===== src/rtl/pipe_pkg.sv =====
// pipe_pkg: shared hazard-control types and defaults
package pipe_pkg;
  typedef enum logic [1:0] {RUN, WAIT, FAULT} state_t;
  typedef enum logic [1:0] {FWD_RF = 2'b00, FWD_WB = 2'b01, FWD_MEM = 2'b10} fwd_sel_t;
  localparam int MEM_TIMEOUT_DEF = 255;
endpackage


===== src/rtl/fwd_unit.sv =====
// fwd_unit: operand bypass select for one Execute source register
module fwd_unit
  import pipe_pkg::*;
(
  input  logic [4:0] rs,
  input  logic [4:0] rd_m,
  input  logic       reg_write_m,
  input  logic [4:0] rd_w,
  input  logic       reg_write_w,
  output fwd_sel_t   sel
);
  always_comb
    sel = (reg_write_m && rd_m != '0 && rd_m == rs) ? FWD_MEM :
          (reg_write_w && rd_w != '0 && rd_w == rs) ? FWD_WB : FWD_RF;
endmodule


===== src/rtl/hazard_ctrl.sv =====
// hazard_ctrl: forwarding, load-use/branch hazards, memory-wait FSM and perf counters
module hazard_ctrl
  import pipe_pkg::*;
#(
  parameter int MEM_TIMEOUT = MEM_TIMEOUT_DEF,
  parameter int CNT_W       = 16
) (
  input  logic             clk,
  input  logic             rst_n,
  input  logic [4:0]       rs1D,
  input  logic [4:0]       rs2D,
  input  logic [4:0]       rs1E,
  input  logic [4:0]       rs2E,
  input  logic [4:0]       rdE,
  input  logic             LoadE,
  input  logic             PCSrcE,
  input  logic [4:0]       rdM,
  input  logic             RegWriteM,
  input  logic [4:0]       rdW,
  input  logic             RegWriteW,
  input  logic             MemReqM,
  input  logic             MemReadyM,
  input  logic             PerfClr,
  output logic             StallF,
  output logic             StallD,
  output logic             StallE,
  output logic             StallM,
  output logic             FlushD,
  output logic             FlushE,
  output logic             FlushW,
  output logic [1:0]       ForwardAE,
  output logic [1:0]       ForwardBE,
  output logic             MemFault,
  output logic [CNT_W-1:0] StallCnt,
  output logic [CNT_W-1:0] FlushCnt
);
  localparam int WW = $clog2(MEM_TIMEOUT + 1);
  state_t           state_q, state_d;
  logic [WW-1:0]    wcnt_q, wcnt_d;
  logic [CNT_W-1:0] stall_cnt_q, stall_cnt_d, flush_cnt_q, flush_cnt_d;
  logic             lw_stall, mem_stall;
  fwd_sel_t         fwd_a, fwd_b;
  fwd_unit u_fwd_a (.rs(rs1E), .rd_m(rdM), .reg_write_m(RegWriteM), .rd_w(rdW), .reg_write_w(RegWriteW), .sel(fwd_a));
  fwd_unit u_fwd_b (.rs(rs2E), .rd_m(rdM), .reg_write_m(RegWriteM), .rd_w(rdW), .reg_write_w(RegWriteW), .sel(fwd_b));
  assign ForwardAE = fwd_a;
  assign ForwardBE = fwd_b;
  assign MemFault  = state_q == FAULT;
  assign StallCnt  = stall_cnt_q;
  assign FlushCnt  = flush_cnt_q;
  // a memory stall freezes the whole pipe and defers branch/load-use bubbles
  always_comb begin
    lw_stall  = LoadE && rdE != '0 && (rdE == rs1D || rdE == rs2D);
    mem_stall = state_q == RUN  ? MemReqM && !MemReadyM :
                state_q == WAIT ? !MemReadyM : 1'b1;
    StallF = mem_stall || lw_stall;
    StallD = StallF;
    StallE = mem_stall;
    StallM = mem_stall;
    FlushW = mem_stall;
    FlushD = !mem_stall && PCSrcE;
    FlushE = !mem_stall && (lw_stall || PCSrcE);
    stall_cnt_d = PerfClr ? '0 : (StallF && !(&stall_cnt_q)) ? stall_cnt_q + 1'b1 : stall_cnt_q;
    flush_cnt_d = PerfClr ? '0 : (PCSrcE && !mem_stall && !(&flush_cnt_q)) ? flush_cnt_q + 1'b1 : flush_cnt_q;
  end
  always_comb begin
    state_d = state_q;
    wcnt_d  = wcnt_q;
    case (state_q)
      RUN: if (MemReqM && !MemReadyM) begin
        state_d = WAIT;
        wcnt_d  = WW'(1);
      end
      WAIT: if (MemReadyM) begin
        state_d = RUN;
        wcnt_d  = '0;
      end else if (wcnt_q == WW'(MEM_TIMEOUT)) begin
        state_d = FAULT;
      end else begin
        wcnt_d = wcnt_q + 1'b1;
      end
      default: state_d = FAULT;
    endcase
  end
  always_ff @(posedge clk or negedge rst_n)
    if (!rst_n) begin
      state_q     <= RUN;
      wcnt_q      <= '0;
      stall_cnt_q <= '0;
      flush_cnt_q <= '0;
    end else begin
      state_q     <= state_d;
      wcnt_q      <= wcnt_d;
      stall_cnt_q <= stall_cnt_d;
      flush_cnt_q <= flush_cnt_d;
    end
endmodule


===== config.mk =====
export PLATFORM = sky130hd
export DESIGN_NAME = hazard_ctrl
export DESIGN_NICKNAME = d
export VERILOG_FILES = /design/src/rtl/pipe_pkg.sv /design/src/rtl/fwd_unit.sv /design/src/rtl/hazard_ctrl.sv
export SDC_FILE = /design/constraint.sdc
export NUM_CORES = 1
export LEC_CHECK = 0
export CAP_MARGIN = 20
export CELL_PAD_IN_SITES_DETAIL_PLACEMENT = 1
export CELL_PAD_IN_SITES_GLOBAL_PLACEMENT = 2
export CORE_MARGIN = 4
export CORE_UTILIZATION = 30
export CTS_BUF_LIST = sky130_fd_sc_hd__clkbuf_8
export DETAILED_ROUTE_END_ITERATION = 8
export PLACE_DENSITY = 0.92
export REMOVE_ABC_BUFFERS = 1
export SYNTH_ARGS = -nofsm -noshare
export SYNTH_HDL_FRONTEND = slang
export SYNTH_SLANG_ARGS = --single-unit

===== constraint.sdc =====
create_clock -name clk -period 4.8 [get_ports clk]
set_input_delay 0.96 -clock clk [delete_from_list [all_inputs] [get_ports clk]]
set_output_delay 0.96 -clock clk [all_outputs]
set_load 0.02 [all_outputs]

==> reports/results.ini <==
[floorplanning]
die_x_um = 102.6
die_y_um = 102.6
die_area_sq_um = 10520
io_pins = 88
rows = 34
start_util_pct = 30.76
core_sq_um = 8721

[cells_and_area]
instances_no_fill = 491
antenna_cells = 0
area_growth_pct = 38.29
drive_above_1_share_pct = 6.266
nets = 429

[clocking]
insertion_delay_ps = 300
cts_resized = 0
cts-root-buf = clkbuf_8
htree_num_levels = 2
cts_hold_buf = 0
clock_path_buffers = 2
cts_tree = built
cts_buffers = 5
cts_setup_buffers = 0
clock_sinks = 42
clk_pin_slew_ps = 80

[critical_path]
crit_buf_inv = 2
crit_type = in -> out
cpPeakStageDelay_ps = 650
cp-start-kind = primary input
cp_cell_sequence = clkdlybuf4s50_1 > or4_1 > o21ai_0 > nor4_1 > nor4_1 > clkdlybuf4s50_1
cp_slowest_cell = clkdlybuf4s50_1
cp_max_fo = 3
crit_arrival_ps = 3270
endpoint_kind = primary output
worstPathRequired_ps = 3840
cp_top_family = buffers and inverters

[grt]
grt.overflow.total = 0
antenna_found_initial = 0
grt_max_degree = 43
first_global_vias = 2668
grt_pass1_wl_um = 13290
grtUsageTotal_pct = 15.67

[sta]
grt_setup_unrepaired = no
skew_ps = 5.820
worstMarginPinSlew_ps = 965.7
slew_headroom_pct = 35.62
fin_setup_tns_ps = 0
drv_slew = 0
final-hold-violation-count = 0
finalSetupViolations = 0
period_share_pct = 88.19
layout_min_cycle_time_ps = 4233
clock.fmax_mhz = 236.2
whs_ps = 493.2

[synthesis]
syn_inst = 297
ys_seq_area_share_pct = 39.18
synth_edf_count = 0
syn_area_sq_um = 2683
ys_types = 52
async_flop_share_pct = 100.0
syn_avg_cell_area_sq_um = 9.032
synthFlopType = dfrtp_1
ys_warn_count = 0
synth-seq-cells = 42

[power_and_ir_drop]
seqPwrFrac_pct = 48.7
p_int_mw = 0.5487
fin_total_pwr_mw = 0.7562
p_clk_share_pct = 31.5
comb_power_share_pct = 19.8
p_sw_mw = 0.2075
leakagePower_nw = 1.429
p_per_area_nw_per_um2 = 203.8
peakVddDrop_v = 0.00009631
swShare_pct = 27.44

[placement]
port-buffer-count = 87
dp_cells = 482
post-dp-hpwl_um = 6005
place.gp.congestion = 0.7841

[drt]
drc = 0
dr.pass1.iters = 6
routed_wl_um = 7861
viasPerCell = 5.191
ant_nets = 0
via_count = 2549
wl_per_cell_um = 16.01
drtIter0Drc = 84

[run]
maxCapViolCount = 0

[min_path]
hold_path.class = reg -> reg

[status]
status = complete, no violations

[logic make-up after synthesis]
| family | synth area share (%) |
|---|---|
| flops | 39.18 |
| compound gates | 15.35 |
| mux | 1.166 |
| simple gates | 25.28 |
| xor+xnor | 13.39 |
| buf+inv | 4.244 |
| fa+ha+maj | 1.399 |
[per-layer routing]
metal / vias up / global-route usage [%] / share of wire (%) / wire length (um)
met1: 1239 / 21.05 / 46 / 3616
met4: 0 / 3.128 / 1.0 / 82
met5: - / 0 / 0 / 0
met2: 58 / 26.42 / 49 / 3820
li1: 1245 / - / - / -
met3: 7 / 2.977 / 4.4 / 342
[registers in the layout (all words and copies together), names as in the netlist]
| signal | count |
|---|---|
| state_q | 2 |
| wcnt_q | 8 |
| FlushCnt | 16 |
| StallCnt | 16 |
[synth_stat cells, types with 2 or more instances]
master     n  share of area [%]
a311oi_1   2               0.65
or4_1      9                2.5
nor4_1     5                1.2
and3_1     4               0.93
or3_1     12                2.8
o21ai_0   18                3.4
xnor2_1   11                3.6
a31oi_1    2               0.47
or2b_1     2               0.56
o41ai_1    2               0.65
xor2_1    30                9.8
o21ai_1    5               0.93
nor2_1    37                5.2
and3_4     3                1.3
a21oi_1   16                3.0
clkbuf_1   4               0.56
nand4_1    6                1.4
nand3_1   15                2.8
o21ai_2    2               0.65
and4_1     2               0.65
inv_1      9                1.3
ha_1       3                1.4
nand2_1   14                2.0
buf_4      4                1.1
dfrtp_1   42                 39
nor2b_1    2               0.47
nor3_1     6                1.1
o31ai_1    5                1.4
mux2i_1    2               0.75
[worst paths after layout]
check | startpoint | endpoint | slack, ps | cells after the start
worst max-delay path | rdM[4] | ForwardBE[0] | 570 | 6
worst min-delay path | wcnt_q[7] | wcnt_q[7] | 490 | 1
worst max register to register | wcnt_q[0] | wcnt_q[5] | 2560 | 7
worst min register to register | wcnt_q[7] | wcnt_q[7] | 490 | 1
max in group asynchronous | rst_n | FlushCnt[2] | 3380 | 1
min in group asynchronous | rst_n | StallCnt[0] | 810 | 1
[power groups by stage]
| stage | clock network [mW] | registers (mW) | logic, mW |
|---|---|---|---|
| after floorplan | 0 | 0.378 | 0.0596 |
| after global placement | 0 | 0.375 | 0.147 |
| after detailed placement | 0 | 0.376 | 0.151 |
| after CTS | 0.248 | 0.369 | 0.152 |
| after global routing | 0.264 | 0.370 | 0.165 |
| final | 0.238 | 0.369 | 0.149 |
[cells in the final DEF, fill, tap and decap left out, types with 2 or more instances in the layout]
master / count
nor4_1: 5
a311oi_1: 2
mux2i_1: 2
o21ai_1: 5
and4_1: 2
o31ai_1: 5
clkdlybuf4s50_1: 86
and3_4: 3
nand4_1: 6
or3_1: 12
inv_1: 10
o21ai_0: 18
nor2b_1: 2
a31oi_1: 2
o21ai_2: 2
nand3_1: 15
and3_1: 4
o41ai_1: 2
a21oi_1: 16
nor2_1: 37
xnor2_1: 11
nand2_1: 14
dfrtp_1: 42
xor2_1: 30
or4_1: 9
ha_1: 3
clkbuf_8: 6
nor3_1: 6
or2b_1: 2
[layout make-up]
type / instances / area, sq um
inverter: 9 / 33.78
clock inverter: 2 / 8.758
multi-input combinational: 235 / 1518
timing repair buffer: 89 / 880.8
sequential: 42 / 1051
clock buffer: 6 / 82.58
fill: 1037 / 5011
tap: 108 / 135.1
[through the flow]
stage	util (%)	setup slack, ps	instance area [sq um]
floorplan	-	1263	2603
global placement	41.41	599.0	3611
detailed placement	41.41	550.5	3611
CTS	42.45	545.0	3702
global route	42.54	356.0	3710
finish	42.54	566.9	3710
(Power assumes the default switching activity.)
